**src/rtl/line_burst_sched.sv**
```systemverilog
// line_burst_sched: per-frame scheduler splitting each line into full bursts plus a tail burst
// Optional feature macro: SCHED_ABORT_EN (adds abort input and aborted output)
module line_burst_sched #(
   parameter int LSIZE     = 16,
   parameter int VSIZE     = 12,
   parameter int BURST_LEN = 64,
   parameter int SETTLE    = 3
) (
   input  logic             clock,
   input  logic             rst_n,
   input  logic             frame_start,
   input  logic [LSIZE-1:0] line_beats,
   input  logic [VSIZE-1:0] vactive,
   output logic             req,
   output logic [7:0]       req_len,
   input  logic             req_ack,
   input  logic             xfer_done,
`ifdef SCHED_ABORT_EN
   input  logic             abort,
   output logic             aborted,
`endif
   output logic             new_base,
   output logic             burst_done,
   output logic             tail_done,
   output logic             busy,
   output logic             frame_done,
   output logic [VSIZE-1:0] line_cnt
);
   typedef enum logic [2:0] {IDLE, BASE, REQ, WAIT, PULSE, GAP, DONE} state_t;
   state_t state;
   logic [LSIZE-1:0] nf, r, full_cnt;
   logic [VSIZE-1:0] v;
   logic [7:0] gap_cnt;
   logic tail_issued, cur_tail, phantom, seen, abt_pend;
   logic abt, ack, frame_end, full_left, tail_left, abort_exit;

`ifdef SCHED_ABORT_EN
   assign abt = abort;
`else
   assign abt = 1'b0;
`endif

   // an exact-multiple line takes the REQ/WAIT path as a phantom burst so its tail_done keeps the same spacing
   assign ack        = phantom || req_ack;
   assign frame_end  = line_cnt == v || (nf == '0 && r == '0);
   assign full_left  = full_cnt < nf;
   assign tail_left  = r != '0 && !tail_issued;
   assign abort_exit = (state == REQ && !ack && abt) || (state == GAP && abt) || (state == PULSE && abt_pend);

   // frame sequencer with registered outputs
   always_ff @(posedge clock or negedge rst_n) begin
      if (!rst_n) begin
         state       <= IDLE;
         req         <= 1'b0;
         req_len     <= '0;
         new_base    <= 1'b0;
         burst_done  <= 1'b0;
         tail_done   <= 1'b0;
         busy        <= 1'b0;
         frame_done  <= 1'b0;
         line_cnt    <= '0;
         nf          <= '0;
         r           <= '0;
         v           <= '0;
         full_cnt    <= '0;
         gap_cnt     <= '0;
         tail_issued <= 1'b0;
         cur_tail    <= 1'b0;
         phantom     <= 1'b0;
         seen        <= 1'b0;
         abt_pend    <= 1'b0;
      end else begin
         case (state)
            IDLE: if (frame_start) begin
               state       <= BASE;
               new_base    <= 1'b1;
               busy        <= 1'b1;
               nf          <= line_beats / LSIZE'(BURST_LEN);
               r           <= line_beats % LSIZE'(BURST_LEN);
               v           <= vactive;
               line_cnt    <= '0;
               full_cnt    <= '0;
               tail_issued <= 1'b0;
               abt_pend    <= 1'b0;
            end
            BASE: begin
               new_base <= 1'b0;
               state    <= GAP;
               gap_cnt  <= 8'(SETTLE - 1);
            end
            GAP: if (abort_exit) begin
               state      <= DONE;
               frame_done <= 1'b1;
            end else if (gap_cnt != '0) begin
               gap_cnt <= gap_cnt - 1'b1;
            end else if (frame_end) begin
               state      <= DONE;
               frame_done <= 1'b1;
            end else begin
               state    <= REQ;
               cur_tail <= !full_left;
               phantom  <= !full_left && !tail_left;
               req      <= full_left || tail_left;
               req_len  <= full_left ? 8'(BURST_LEN - 1) : tail_left ? 8'(r - 1'b1) : 8'd0;
            end
            REQ: if (ack) begin
               state   <= WAIT;
               req     <= 1'b0;
               phantom <= 1'b0;
               seen    <= xfer_done || phantom;
               if (cur_tail) tail_issued <= 1'b1;
               else full_cnt <= full_cnt + 1'b1;
            end else if (abort_exit) begin
               state      <= DONE;
               req        <= 1'b0;
               frame_done <= 1'b1;
            end
            WAIT: begin
               if (abt) abt_pend <= 1'b1;
               if (xfer_done || seen) begin
                  state      <= PULSE;
                  seen       <= 1'b0;
                  burst_done <= !cur_tail;
                  tail_done  <= cur_tail;
                  if (cur_tail) begin
                     line_cnt    <= line_cnt + 1'b1;
                     full_cnt    <= '0;
                     tail_issued <= 1'b0;
                  end
               end
            end
            PULSE: begin
               burst_done <= 1'b0;
               tail_done  <= 1'b0;
               if (abort_exit) begin
                  state      <= DONE;
                  frame_done <= 1'b1;
               end else begin
                  state   <= GAP;
                  gap_cnt <= 8'(SETTLE - 1);
               end
            end
            default: begin
               state      <= IDLE;
               frame_done <= 1'b0;
               busy       <= 1'b0;
               abt_pend   <= 1'b0;
            end
         endcase
      end
   end

`ifdef SCHED_ABORT_EN
   // mark the frame_done pulse of a frame that ended through abort
   always_ff @(posedge clock or negedge rst_n) begin
      if (!rst_n) aborted <= 1'b0;
      else aborted <= abort_exit;
   end
`endif
endmodule
```
**config.mk**
```make
export PLATFORM = sky130hd
export DESIGN_NAME = line_burst_sched
export DESIGN_NICKNAME = d
export VERILOG_FILES = /design/src/rtl/line_burst_sched.sv
export SDC_FILE = /design/constraint.sdc
export NUM_CORES = 1
export LEC_CHECK = 0
export ABC_AREA = 1
export CELL_PAD_IN_SITES_DETAIL_PLACEMENT = 0
export CELL_PAD_IN_SITES_GLOBAL_PLACEMENT = 2
export CORE_UTILIZATION = 33
export CTS_CLUSTER_DIAMETER = 100
export DETAILED_ROUTE_END_ITERATION = 16
export PLACE_DENSITY = 0.84
export SLEW_MARGIN = 15
export SYNTH_ARGS = -nofsm -noshare
export SYNTH_HDL_FRONTEND = slang
export SYNTH_SLANG_ARGS = --single-unit
```
**constraint.sdc**
```tcl
create_clock -name clock -period 1.99 [get_ports clock]
set_input_delay 0.4975 -clock clock [delete_from_list [all_inputs] [get_ports clock]]
set_output_delay 0.4975 -clock clock [all_outputs]
set_load 0.03 [all_outputs]
```
==> metrics.md <==
| Metric | Value |
|---|---|
| First-pass GRT wire length | 20700 um |
| Max Cap Viol | 0 |
| Global Route Usage Sum | 18.3% |
| Deepest clock path buffer count | 2 |
| CP required | 1490 ps |
| Crit path capture type | output port |
| Period Utilization, post-route | 97.1% |
| Top_reg_cell synth | dfrtp_1 |
| Maximum vdd drop | 0.679 mV |
| Nets | 721 |
| Slew HR | 58.6% |
| Largest net degree at the start of global routing | 40 |
| FF-to-FF End | full_cnt[2] |
| Final ANT Viol Nets | 0 |
| Clk_skew | 6.62 ps |
| Clock latency on the worst-skew pair | 340 ps |
| Worst setup slack after layout | 58.3 ps |
| Status | finished, final reports clean |
| Least-Margin Pin Slew | 615 ps |
| Synth area leader | dfrtp_1 |
| Largest cells by area after synthesis | dfrtp_1 (45%), nand2_1 (9.8%), inv_1 (5.8%) |
| Placer Congestion | 0.833 |
| CTS sink cnt | 84 |
| Reg2reg start | state[2] |
| Layout cells sized above 1 | 13.0% |
| Most common cell in the netlist | nand2_1 |
| Setup Buffers After CTS | 0 |
| Async set-or-reset flop fraction in the synthesized netlist | 100% |
| Post-synth EDFFs | 0 |
| CTS tree | yes |
| Crit path max-delay family | buffers and inverters |
| Mapped Area | 4690 um^2 |
| Syn nets | 632 |
| #FFs+latches synth | 84 |
| Hold buffer count at cts | 0 |
| # DRC | 0 |
| TritonCTS buffer count | 9 |
| WL final | 12200 um |
| Initial core utilization | 33.8% |
| Most common library cells after synthesis | nand2_1 (123), dfrtp_1 (84), inv_1 (73) |
| Initial antenna violation count | 0 |
| Count of buffer and inverter cells on the critical path | 1 |
| Yosys warnings | 0 |
| Die W | 121 um |
| Placement Setup Slack | -92.8 ps |
| Drt pass-1 iters | 4 |
| Pwr/cell area | 1220 nW/um^2 |
| DR iter-0 viols | 165 |
| CP Class | register to output port |
| CP max stage cell | clkdlybuf4s50_1 |
| Synth top area share | 44.8% |
| RSZ-0062 raised after global routing | true |
| DR vias/cell | 4.84 |
| R2R setup slack | 190 ps |
| Final Hold Viols | 0 |
| ANT cells | 0 |
| Vias in the first global route | 4164 |
| Worst Hold Class | primary input to async pin |
| Post-synth cell types | 37 |
| Mean Syn Cell Area | 8.02 um^2 |
| WL/cell | 14.3 um |
| Worst path arrival time | 1430 ps |
| Slew Limit Fails | 0 |
| Area Overhead vs Synth | 27.2% |
| Worst R2R Path Depth | 9 |
| Die Height | 121 um |
| Vias | 4151 |
| Slowest stage delay, CP | 700 ps |
| Total gr overflow | 0 |
| Power, Total | 7.26 mW |
| Post-DP Area | 5680 um^2 |
| Core area | 13900 um^2 |
| I/O Pins | 59 |
| Crit path time final | 1930 ps |
| Die Area | 14700 um^2 |
| Sequential area share after synthesis | 44.8% |
| Setup violations, final | 0 |
| CP cell instances | clkdlybuf4s50_1 |
| Leak | 2.84 nW |
| Buffers added on ports | 58 |
| Post-Synthesis Cells | 585 |
| # rows | 43 |
| Root buf cell | clkbuf_16 |
| Dpl hpwl | 9210 um |
| Max Fclk | 518 MHz |
| Clock H-tree levels | 3 |
| Finished Cell Area | 5970 um^2 |
| Critical Path Start Type | register |
| Crit Path Max Fanout | 3 |
| Clk slew on worst S/H paths | 60 ps |
| Crit. path cell count | 1 |
## area by class of cell
| class | count | area [um^2] |
|---|---|---|
| fillers | 1394 | 7910 |
| clock inverters | 3 | 40.0 |
| repair buffers | 91 | 845 |
| clock buffers | 11 | 233 |
| well taps | 180 | 225 |
| multi-input cells | 408 | 2220 |
| inverters | 80 | 305 |
| flip-flops and latches | 84 | 2110 |
## cell families after synthesis
family                   synth area share [%]
multiplexers                             2.16
XOR/XNOR                                 3.17
AO/OA/AOI/OAI                            10.6
flip-flops                               44.8
AND/OR/NAND/NOR                          27.0
adder cells (fa/ha/maj)                  3.73
buffers and inverters                    8.50
## state kept, by name, summed over array words and instances (netlist names)
name,cells
seen,1
burst_done,1
tail_issued,1
cur_tail,1
full_cnt,16
nf,10
v,12
phantom,1
new_base,1
state,3
line_cnt,12
r,6
tail_done,1
req_len,7
frame_done,1
gap_cnt,8
busy,1
req,1
## metrics by stage
stage	std cells	setup TNS (ps)	utilization, %	hold WS [ps]
after global placement	843	-76.6	40.9	444
final	857	0	43.0	67.3
after floorplan	585	0	-	202
after global routing	857	-9.71	43.0	83.3
after CTS	857	0	42.8	69.7
after detailed placement	843	-577	40.9	443
## what timing repair did
action	in CTS	in global routing
gates resized for setup	9	13
pin swaps	0	1
endpoints found under the setup margin	9	28
## worst max path at each step
stage / from / end / slack, ps
2_1_floorplan: line_cnt[0] / line_cnt[8] / 240
3_3_place_gp: xfer_done / full_cnt[9] / -20
3_5_place_dp: xfer_done / full_cnt[9] / -90
4_1_cts: line_cnt[1] / line_cnt[1] / 7
5_1_grt: gap_cnt[0] / gap_cnt[1] / -10
6_report: line_cnt[7] / line_cnt[7] / 60
## cell usage in the layout, fill, tap and decap left out, types with 2 or more instances in the layout
cell	Yosys	final
mux2_2	9	9
nor3_4	0	2
nand3_1	36	36
nor3_2	3	2
buf_12	0	2
ha_1	14	14
dfrtp_1	84	81
nor2_2	2	2
dlygate4sd2_1	0	9
dfrtp_2	0	3
nand2_2	2	4
xor2_1	10	10
o22ai_1	7	7
nor4_1	5	5
clkbuf_16	0	9
inv_2	6	6
nor2_1	55	55
xnor2_1	7	7
clkbuf_1	3	2
nand2_4	4	4
dlymetal6s2s_1	0	2
nand4_1	21	21
buf_4	3	32
a21oi_1	31	31
nand2_1	123	121
clkdlybuf4s50_1	0	46
or2_2	4	4
nor3_1	15	14
o21ai_1	11	15
inv_1	73	73
o21ai_0	36	32
o31ai_1	4	4
clkinv_2	0	2
## power breakdown
part	leakage (nW)	internal (mW)	switching (mW)
logic	1.66	1.22	1.85
registers	1.04	2.20	0.358
clock network	0.135	0.955	0.673
## per-layer routing
layer,global-route usage (%),vias to the layer above,wire length [um]
li1,-,2092,-
met1,25.3,1947,5990
met2,28.7,99,5590
met3,3.15,13,468
met4,6.71,0,194
met5,0,-,0
No activity file was read; power rests on OpenSTA's default activity.
